==> src/rtl/id_stage_pipe.sv <==
// RV32I decode stage: register file, immediate generation and control decode,
// registered behind a one-entry valid/ready pipeline slot with write-back bypass.
module id_stage_pipe #(
  parameter int XLEN      = 32,
  parameter int NREGS     = 32,
  parameter int BYPASS    = 1,
  parameter int ALU_SEL_W = 4
) (
  input  logic                 clk,
  input  logic                 rst_n,
  input  logic                 in_valid,
  output logic                 in_ready,
  input  logic [31:0]          in_instr,
  input  logic [XLEN-1:0]      in_pc,
  input  logic                 flush,
  input  logic                 wb_en,
  input  logic [4:0]           wb_addr,
  input  logic [XLEN-1:0]      wb_data,
  output logic                 out_valid,
  input  logic                 out_ready,
  output logic [XLEN-1:0]      out_pc,
  output logic [XLEN-1:0]      out_rs1_data,
  output logic [XLEN-1:0]      out_rs2_data,
  output logic [XLEN-1:0]      out_imm,
  output logic [4:0]           out_rd,
  output logic [ALU_SEL_W-1:0] out_alu_sel,
  output logic [1:0]           out_a_sel,
  output logic                 out_b_sel,
  output logic                 out_reg_write,
  output logic                 out_mem_read,
  output logic                 out_mem_write,
  output logic [2:0]           out_funct3,
  output logic                 out_branch,
  output logic                 out_jump,
  output logic                 out_system,
  output logic                 out_illegal
);

  localparam int AW = (NREGS == 16) ? 4 : 5;

  localparam logic [6:0] OPC_LUI    = 7'b0110111;
  localparam logic [6:0] OPC_AUIPC  = 7'b0010111;
  localparam logic [6:0] OPC_JAL    = 7'b1101111;
  localparam logic [6:0] OPC_JALR   = 7'b1100111;
  localparam logic [6:0] OPC_BRANCH = 7'b1100011;
  localparam logic [6:0] OPC_LOAD   = 7'b0000011;
  localparam logic [6:0] OPC_STORE  = 7'b0100011;
  localparam logic [6:0] OPC_OPIMM  = 7'b0010011;
  localparam logic [6:0] OPC_OP     = 7'b0110011;
  localparam logic [6:0] OPC_FENCE  = 7'b0001111;
  localparam logic [6:0] OPC_SYSTEM = 7'b1110011;

  localparam logic [ALU_SEL_W-1:0] ALU_ADD  = ALU_SEL_W'(0);
  localparam logic [ALU_SEL_W-1:0] ALU_SUB  = ALU_SEL_W'(1);
  localparam logic [ALU_SEL_W-1:0] ALU_AND  = ALU_SEL_W'(2);
  localparam logic [ALU_SEL_W-1:0] ALU_OR   = ALU_SEL_W'(3);
  localparam logic [ALU_SEL_W-1:0] ALU_XOR  = ALU_SEL_W'(4);
  localparam logic [ALU_SEL_W-1:0] ALU_SLT  = ALU_SEL_W'(5);
  localparam logic [ALU_SEL_W-1:0] ALU_SLTU = ALU_SEL_W'(6);
  localparam logic [ALU_SEL_W-1:0] ALU_SLL  = ALU_SEL_W'(7);
  localparam logic [ALU_SEL_W-1:0] ALU_SRL  = ALU_SEL_W'(8);
  localparam logic [ALU_SEL_W-1:0] ALU_SRA  = ALU_SEL_W'(9);

  logic [XLEN-1:0] rf [NREGS];
  logic [4:0] held_rs1, held_rs2;

  logic [6:0] opcode, funct7;
  logic [2:0] funct3;
  logic [4:0] rd_f, rs1_f, rs2_f;
  assign opcode = in_instr[6:0];
  assign funct3 = in_instr[14:12];
  assign funct7 = in_instr[31:25];
  assign rd_f   = in_instr[11:7];
  assign rs1_f  = in_instr[19:15];
  assign rs2_f  = in_instr[24:20];

  logic wb_we, accept;
  assign wb_we    = wb_en && (wb_addr != 5'd0) && ((NREGS == 32) || !wb_addr[4]);
  assign in_ready = !out_valid || out_ready;
  assign accept   = in_valid && in_ready && !flush;

  logic use_rs1, use_rs2, use_rd, ill;
  logic d_b_sel, d_rw, d_mr, d_mw, d_br, d_jmp, d_sys;
  logic [1:0] d_a_sel;
  logic [ALU_SEL_W-1:0] d_alu;
  logic [31:0] imm32;
  logic [XLEN-1:0] rs1_val, rs2_val;

  always_comb begin
    use_rs1 = 1'b0; use_rs2 = 1'b0; use_rd = 1'b0; ill = 1'b0;
    d_b_sel = 1'b0; d_rw = 1'b0; d_mr = 1'b0; d_mw = 1'b0;
    d_br = 1'b0; d_jmp = 1'b0; d_sys = 1'b0;
    d_a_sel = 2'b00;
    d_alu = ALU_ADD;
    imm32 = {{20{in_instr[31]}}, in_instr[31:20]};
    case (opcode)
      OPC_OPIMM: begin
        use_rs1 = 1'b1; use_rd = 1'b1; d_b_sel = 1'b1; d_rw = 1'b1;
        case (funct3)
          3'b000: d_alu = ALU_ADD;
          3'b010: d_alu = ALU_SLT;
          3'b011: d_alu = ALU_SLTU;
          3'b100: d_alu = ALU_XOR;
          3'b110: d_alu = ALU_OR;
          3'b111: d_alu = ALU_AND;
          3'b001: begin
            d_alu = ALU_SLL;
            imm32 = {27'd0, in_instr[24:20]};
            ill = (funct7 != 7'b0000000);
          end
          default: begin
            imm32 = {27'd0, in_instr[24:20]};
            d_alu = funct7[5] ? ALU_SRA : ALU_SRL;
            ill = (funct7 != 7'b0000000) && (funct7 != 7'b0100000);
          end
        endcase
      end
      OPC_OP: begin
        use_rs1 = 1'b1; use_rs2 = 1'b1; use_rd = 1'b1; d_rw = 1'b1;
        ill = ((funct7 != 7'b0000000) && (funct7 != 7'b0100000)) ||
              (funct7[5] && (funct3 != 3'b000) && (funct3 != 3'b101));
        case (funct3)
          3'b000:  d_alu = funct7[5] ? ALU_SUB : ALU_ADD;
          3'b001:  d_alu = ALU_SLL;
          3'b010:  d_alu = ALU_SLT;
          3'b011:  d_alu = ALU_SLTU;
          3'b100:  d_alu = ALU_XOR;
          3'b101:  d_alu = funct7[5] ? ALU_SRA : ALU_SRL;
          3'b110:  d_alu = ALU_OR;
          default: d_alu = ALU_AND;
        endcase
      end
      OPC_LUI, OPC_AUIPC: begin
        use_rd = 1'b1; d_rw = 1'b1; d_b_sel = 1'b1;
        d_a_sel = (opcode == OPC_LUI) ? 2'b10 : 2'b01;
        imm32 = {in_instr[31:12], 12'd0};
      end
      OPC_JAL: begin
        use_rd = 1'b1; d_rw = 1'b1; d_jmp = 1'b1; d_b_sel = 1'b1; d_a_sel = 2'b01;
        imm32 = {{11{in_instr[31]}}, in_instr[31], in_instr[19:12], in_instr[20],
                 in_instr[30:21], 1'b0};
      end
      OPC_JALR: begin
        use_rs1 = 1'b1; use_rd = 1'b1; d_rw = 1'b1; d_jmp = 1'b1; d_b_sel = 1'b1;
      end
      OPC_BRANCH: begin
        use_rs1 = 1'b1; use_rs2 = 1'b1; d_br = 1'b1; d_alu = ALU_SUB;
        imm32 = {{19{in_instr[31]}}, in_instr[31], in_instr[7], in_instr[30:25],
                 in_instr[11:8], 1'b0};
        ill = (funct3 == 3'b010) || (funct3 == 3'b011);
      end
      OPC_LOAD: begin
        use_rs1 = 1'b1; use_rd = 1'b1; d_rw = 1'b1; d_mr = 1'b1; d_b_sel = 1'b1;
        ill = (funct3 == 3'b011) || (funct3 == 3'b110) || (funct3 == 3'b111);
      end
      OPC_STORE: begin
        use_rs1 = 1'b1; use_rs2 = 1'b1; d_mw = 1'b1; d_b_sel = 1'b1;
        imm32 = {{20{in_instr[31]}}, in_instr[31:25], in_instr[11:7]};
        ill = (funct3 > 3'b010);
      end
      OPC_FENCE: ;
      OPC_SYSTEM: d_sys = (in_instr == 32'h0000_0073) || (in_instr == 32'h0010_0073);
      default: ill = 1'b1;
    endcase
    if ((NREGS == 16) && ((use_rs1 && rs1_f[4]) || (use_rs2 && rs2_f[4]) || (use_rd && rd_f[4])))
      ill = 1'b1;
    if (ill) begin
      d_rw = 1'b0; d_mr = 1'b0; d_mw = 1'b0; d_br = 1'b0; d_jmp = 1'b0;
    end
  end

  // Operand read with optional same-cycle forwarding of the write-back port
  always_comb begin
    rs1_val = '0;
    rs2_val = '0;
    if (use_rs1 && rs1_f != 5'd0)
      rs1_val = (BYPASS != 0 && wb_we && wb_addr == rs1_f) ? wb_data : rf[rs1_f[AW-1:0]];
    if (use_rs2 && rs2_f != 5'd0)
      rs2_val = (BYPASS != 0 && wb_we && wb_addr == rs2_f) ? wb_data : rf[rs2_f[AW-1:0]];
  end

  always_ff @(posedge clk or negedge rst_n) begin
    if (!rst_n) begin
      for (int i = 0; i < NREGS; i++) rf[i] <= '0;
    end else if (wb_we) begin
      rf[wb_addr[AW-1:0]] <= wb_data;
    end
  end

  always_ff @(posedge clk or negedge rst_n) begin
    if (!rst_n) begin
      out_valid <= 1'b0; out_pc <= '0; out_rs1_data <= '0; out_rs2_data <= '0;
      out_imm <= '0; out_rd <= '0; out_alu_sel <= '0; out_a_sel <= '0;
      out_b_sel <= 1'b0; out_reg_write <= 1'b0; out_mem_read <= 1'b0;
      out_mem_write <= 1'b0; out_funct3 <= '0; out_branch <= 1'b0;
      out_jump <= 1'b0; out_system <= 1'b0; out_illegal <= 1'b0;
      held_rs1 <= '0; held_rs2 <= '0;
    end else if (flush) begin
      out_valid <= 1'b0;
    end else if (accept) begin
      out_valid     <= 1'b1;
      out_pc        <= in_pc;
      out_rs1_data  <= rs1_val;
      out_rs2_data  <= rs2_val;
      out_imm       <= XLEN'($signed(imm32));
      out_rd        <= use_rd ? rd_f : 5'd0;
      out_alu_sel   <= d_alu;
      out_a_sel     <= d_a_sel;
      out_b_sel     <= d_b_sel;
      out_reg_write <= d_rw;
      out_mem_read  <= d_mr;
      out_mem_write <= d_mw;
      out_funct3    <= funct3;
      out_branch    <= d_br;
      out_jump      <= d_jmp;
      out_system    <= d_sys;
      out_illegal   <= ill;
      held_rs1      <= use_rs1 ? rs1_f : 5'd0;
      held_rs2      <= use_rs2 ? rs2_f : 5'd0;
    end else begin
      if (out_ready) out_valid <= 1'b0;
      // A held bundle picks up late write-backs so it never issues stale operands
      if (out_valid && wb_we && wb_addr == held_rs1) out_rs1_data <= wb_data;
      if (out_valid && wb_we && wb_addr == held_rs2) out_rs2_data <= wb_data;
    end
  end

endmodule

==> config.mk <==
export PLATFORM = sky130hd
export DESIGN_NAME = id_stage_pipe
export DESIGN_NICKNAME = d
export VERILOG_FILES = /design/src/rtl/id_stage_pipe.sv
export SDC_FILE = /design/constraint.sdc
export NUM_CORES = 2
export LEC_CHECK = 0
export CAP_MARGIN = 20
export CORE_MARGIN = 2
export CORE_UTILIZATION = 30
export CTS_BUF_LIST = sky130_fd_sc_hd__clkbuf_4 sky130_fd_sc_hd__clkbuf_8
export DETAILED_ROUTE_END_ITERATION = 16
export GPL_TIMING_DRIVEN = 0
export SLEW_MARGIN = 10
export SYNTH_ARGS = -nofsm -noshare
export SYNTH_HDL_FRONTEND = slang
export SYNTH_SLANG_ARGS = --single-unit
==> constraint.sdc <==
create_clock -name clk -period 4.1 [get_ports clk]
set_clock_uncertainty 0.1 [all_clocks]
set_input_delay 0.82 -clock clk [delete_from_list [all_inputs] [get_ports clk]]
set_output_delay 0.82 -clock clk [all_outputs]
set_load 0.02 [all_outputs]
Word-level counts from Yosys, hierarchy flattened
Index checks and enable logic that the tools add are counted.
W data, S select, Z words.
Word-level totals
  memories kept: 0
  ROM bits: 0
  register bits after elaboration: 1185
  bits in writable memories: 0
  bits of input ports: 107
  logic and storage cells: 176
  latch bits: 0
  output and inout port bits: 152
Cells by class
  equal/unequal tests: 26
  muxes and demuxes: 48
  shift-type cells: 0
  magnitude comparators: 5
  div/mod/pow operators: 0
  multipliers: 0
  add/subtract/negate cells: 0
  bitwise logic cells: 4
  reduce and logical (&&, ||, !) cells: 42
Operators by type and width (number)
  $bwmux W1024: 1
  $mux W32: 14
  $bmux W32 S5: 2
  $demux W32 S5: 1
  $pmux W32 S5: 1
  $pmux W4 S7: 2
  $eq A32 B21 Y1 const B: 1
  $eq A32 B7 Y1 const B: 1
  $eq A7 B7 Y1 const B: 4
  $eq A7 B6 Y1 const B: 3
  $eq A5 B5 Y1: 4
  $mux W1: 19
  $ge A6 B6 Y1 const B: 3
  $not A5 Y6: 3
  $reduce_or A6 Y1: 3
  $mux W5: 3
  $reduce_bool A5 Y1: 3
  $eq A7 B5 Y1 const B: 2
  $logic_and A1 B1 Y1: 14
  $reduce_or A7 Y1: 2
  $eq A3 B3 Y1 const B: 4
  $pmux W4 S3: 1
  $eq A7 B2 Y1 const B: 1
  $eq A7 B4 Y1 const B: 1
  other kinds (20): 32

Logic depth before layout (Yosys ltp)
  depth in word-level cells: 7
  gate-level depth with buffers: 11
  mapped depth without buffers: 7

Least setup slack after synthesis
No wires, ideal clock.
  path type: in2reg
  start: in in_instr[20]
  end: reg out_rs2_data[10]
  stages on the path: 6
  path slack: 1.117 ns
  buffers on the path: 2
  data required time: 3.876 ns
  data arrival time: 2.759 ns
  setup time: 0.124 ns
  cells stage by stage: buf_2 -> buf_1 -> mux4_2 -> mux4_2 -> a22oi_1 -> nand2_1
Between the ends
  longest elaborated chain between the ends: 7
  elaborated cells between the ends (all ways): 11
  those cells by class: eq/ne (1); mux (6); bitwise (1); reduce/logical (3)
RTL lines
  start, declared: RTL line 13  | input logic [31:0] in_instr,
  $not A5 Y6 (implied by the code): RTL line 179  | rs2_val = (BYPASS != 0 && wb_we && wb_addr == rs2_f) ? wb_data : rf[rs2_f[AW-1:0]];
  $bmux W32 S5: RTL line 179
  $mux W32 (implied by the code) (2 in series): RTL line 179
  $mux W32: RTL line 179
  $mux W32 *: RTL line 178  | if (use_rs2 && rs2_f != 5'd0)
  $mux W32 *: RTL line 200  | end else if (accept) begin
  end signal, assigned: RTL line 204  | out_rs2_data <= rs2_val;
  end signal, assigned: RTL line 224  | if (out_valid && wb_we && wb_addr == held_rs2) out_rs2_data <= wb_data;
  end, declared: RTL line 23  | output logic [XLEN-1:0] out_rs2_data,
Every way passes the cells marked *; elsewhere a longest branch is shown, timed or not. The select of a mux whose other input is x is not followed.
A chain may end at the register's enable or synchronous reset.

Worst setup path after layout
  start: in in_instr[17]
  end: reg out_rs1_data[6]
Between the ends
  longest elaborated chain between the ends: 7
  elaborated cells between the ends (all ways): 11
  those cells by class: eq/ne (1); mux (6); bitwise (1); reduce/logical (3)
RTL lines
  $not A5 Y6 (implied by the code): RTL line 177  | rs1_val = (BYPASS != 0 && wb_we && wb_addr == rs1_f) ? wb_data : rf[rs1_f[AW-1:0]];
  $bmux W32 S5: RTL line 177
  $mux W32 (implied by the code) (2 in series): RTL line 177
  $mux W32: RTL line 177
  $mux W32 *: RTL line 176  | if (use_rs1 && rs1_f != 5'd0)
  $mux W32 *: RTL line 200
  end signal, assigned: RTL line 203  | out_rs1_data <= rs1_val;
  end signal, assigned: RTL line 223  | if (out_valid && wb_we && wb_addr == held_rs1) out_rs1_data <= wb_data;
  end, declared: RTL line 22  | output logic [XLEN-1:0] out_rs1_data,
Marks and branches as above.

==> flow_summary.toml <==
[pwr]
ir_worst_vdd_uv = 400.9
power_uw = 34890
p_leak_uw = 0.03050
p_per_area_nw_per_um2 = 483.3

[layout]
final_cell_area_um2 = 72190
synthToLayoutAreaGrowth_pct = 18.01
fin_cells = 7401
final_nets = 4673
drive_gt1_share_pct = 45.81

[worst_setup_path]
arrival_ps = 5140
reg2reg_to = "out_rs2_data[5]$_DFFE_PN0P_"
cp_common_cell = "buf_2"
max_stage_delay_ps = 920
crit_buf_inv = 5
path_cells = "dlygate4sd2_1 -> buf_2 -> buf_2 -> buf_2 -> clkbuf_1 -> a21oi_1 -> o21ai_0 -> nand3_1 -> a31oi_1"
ff2ff_path_depth = 7
worst_ep_required_time_ps = 4910
ff2ff_setup_slack_ps = -30
crit_type = "input port to flop"
slowest_stage = "clkbuf_1"
path_max_fanout = 10
r2r_start = "out_valid$_DFFE_PN0P_"
path_delay_family = "buffers and inverters"
cp-end-kind = "flop"
critPathLaunchType = "input port"

[floorplan]
fp.dieH_um = 455.5
die_width_um = 455.5
initial_utilization_pct = 30.23
coreArea_um2 = 202300
rows = 165
dieArea_um2 = 207500
ios = 259

[logic_synthesis]
syn_nets = 4185
synth_ff_type = "dfrtp_1"
ys_async_sr_fraction_pct = 100.0
yosys_warnings = 0
synthesis.area_um2 = 61170
syn_inst = 4078
synth_area_per_cell_um2 = 15.00
synth_cell_types = 66
yosysSeqAreaShare_pct = 48.48
synth_edf_count = 0
ys_seq_elements = 1185

[drt]
first_pass_iters = 6
drt_iter0_drc = 5651
totalWireLength_um = 257800
postRouteAntennaNets = 0
vias = 43680
drc = 0
drt-vias-per-instance = 5.902
wl_per_cell_um = 34.84

[status]
status = "finished with violations"
failed_checks = "setup timing"

[global_routing]
track_usage_pct = 24.41
antenna_found_initial = 14
grt_max_degree = 155
grt_pass1_vias = 43900
grt_overflow = 0
grt_pass1_wl_um = 353600

[placement]
dpl_worst_slack_ps = -1402
dpl_cell_area_um2 = 67650
portBuffers = 247
dp.cells = 7031
dp_hpwl_um = 185100
place_congestion = 0.9939

[sta]
max_freq_mhz = 231.2
maxSlewViolCount = 0
fin_crit_ps = 4325
setup_slack_ps = -225.2
tns_ps = -647.4
finalSetupViolCount = 12
max_slew.worst_pin.slew_ps = 1326
rsz0062_at_grt = "false"
slew-limit-headroom_pct = 11.42
finalCritPeriodShare_pct = 105.5
hold_viol_final = 0

[hold_path]
min_to = "out_imm[13]$_DFFE_PN0P_"
hp-class = "input port to flop"
whs_path_depth = 3
hold_start = "in_instr[13]"

[clock_network]
cts_max_level = 4
worstSkewPairLatency_ps = 1040
cts.sinks = 1185
root_buffer = "clkbuf_8"
clockBufferDepth = 3
cts_buffers = 201
cts_tree = "yes"
clk_pin_slew_ps = 60

[job]
drv_cap = 0
## synth_stat cells, types with 9 or more instances
master	n	area (um^2)
dfrtp_1	1185	29650
mux2_2	1006	11330
mux4_2	584	13150
clkbuf_1	240	900.9
nand2_1	233	874.6
buf_2	100	500.5
nor2_1	90	337.8
mux2i_1	80	800.8
buf_1	74	277.8
a22oi_1	73	548.0
a21oi_1	63	315.3
o21ai_0	53	265.3
nand3_1	31	155.2
buf_4	24	180.2
a22o_1	22	192.7
nor3_1	14	70.07
a221oi_1	13	113.9
o22ai_1	13	81.33
xor2_1	12	105.1
nor4_1	11	68.82
nand3b_1	10	75.07
nor2b_1	10	62.56
xnor2_1	10	87.58
nor3b_1	9	67.56
## layout make-up
type                            count  area [um^2]
Fill cell                       19500       130100
Inverter                            5        18.77
Clock buffer                      326         4093
Timing Repair Buffer              286         3148
Tap cell                         2672         3343
Antenna cell                       12        30.03
Sequential cell                  1185        29650
Clock inverter                     28        335.3
Multi-Input combinational cell   2443        29570
Buffer                            444         1992
## metal layers
layer | track usage [%] | part of all wire (%) | up-vias
li1 | - | - | 16640
met1 | 30.64 | 38 | 23420
met2 | 35.34 | 43 | 2922
met3 | 9.232 | 12 | 693
met4 | 15.39 | 7.4 | 12
met5 | 0 | 0.043 | -
## what timing repair did
action,in CTS,in global routing
hold buffers,1,0
pin swaps,0,0
endpoints found under the setup margin,18,3
endpoints found under the hold margin,57,0
buffers inserted,0,0
cloned,0,0
gates resized for setup,8,1
## cells in the final DEF (no fill, tap or decap), types with 53 or more instances in the layout
cell type / n
dfrtp_1: 1185
mux2_2: 1006
mux4_2: 584
clkbuf_8: 263
clkdlybuf4s50_1: 245
nand2_1: 233
clkbuf_1: 225
buf_2: 113
nor2_1: 89
mux2i_1: 80
a22oi_1: 73
clkbuf_4: 64
a21oi_1: 63
buf_1: 54
o21ai_0: 53
## tightest hold or removal path: cells and delay by family
kind                   cells  cell delay, ps
buffers and inverters      1             220
AND/OR/NAND/NOR            1             120
AO/OA/AOI/OAI              1              60
## kinds of logic after synthesis
| family | count (synthesis) | share of synthesized area, % |
|---|---|---|
| AND/OR/NAND/NOR | 445 | 3.240 |
| AO/OA/AOI/OAI | 306 | 3.436 |
| buffers and inverters | 450 | 3.199 |
| XOR/XNOR | 22 | 0.3150 |
| multiplexers | 1670 | 41.33 |
| flip-flops | 1185 | 48.48 |
## through the flow
| stage | util (%) | hold slack (ps) |
|---|---|---|
| global route | 35.67 | 190.3 |
| CTS | 35.64 | 103.3 |
| detailed placement | 33.44 | 366.8 |
| global placement | 33.11 | 352.6 |
| finish | 35.68 | 180.3 |
| floorplan | - | 338.3 |
## flip-flops by register name, indices dropped and copies added (netlist names), 5 cells and up
signal,flops
out_imm,32
out_rs1_data,32
rf,1024
out_rs2_data,32
held_rs2,5
out_pc,32
held_rs1,5
out_rd,5
## worst max path at each step
stage	cells after the start	slack, ps	startpoint	to
finish	9	-230	in_instr[17]	out_rs1_data[6]$_DFFE_PN0P_
global route	10	50	in_instr[16]	out_rs1_data[30]$_DFFE_PN0P_
CTS	10	2	in_instr[16]	out_rs1_data[20]$_DFFE_PN0P_
detailed placement	10	-1400	in_instr[16]	out_rs1_data[28]$_DFFE_PN0P_
global placement	1	-52700	rst_n	rf[645]$_DFFE_PN0P_
floorplan	6	1120	in_instr[20]	out_rs2_data[10]$_DFFE_PN0P_
## power breakdown
group | switching (uW) | internal, uW
clock network | 5360 | 6560
logic | 3480 | 4150
registers | 1550 | 13800
total | 10400 | 24500
Note: power is estimated with default switching activity, not from simulation.
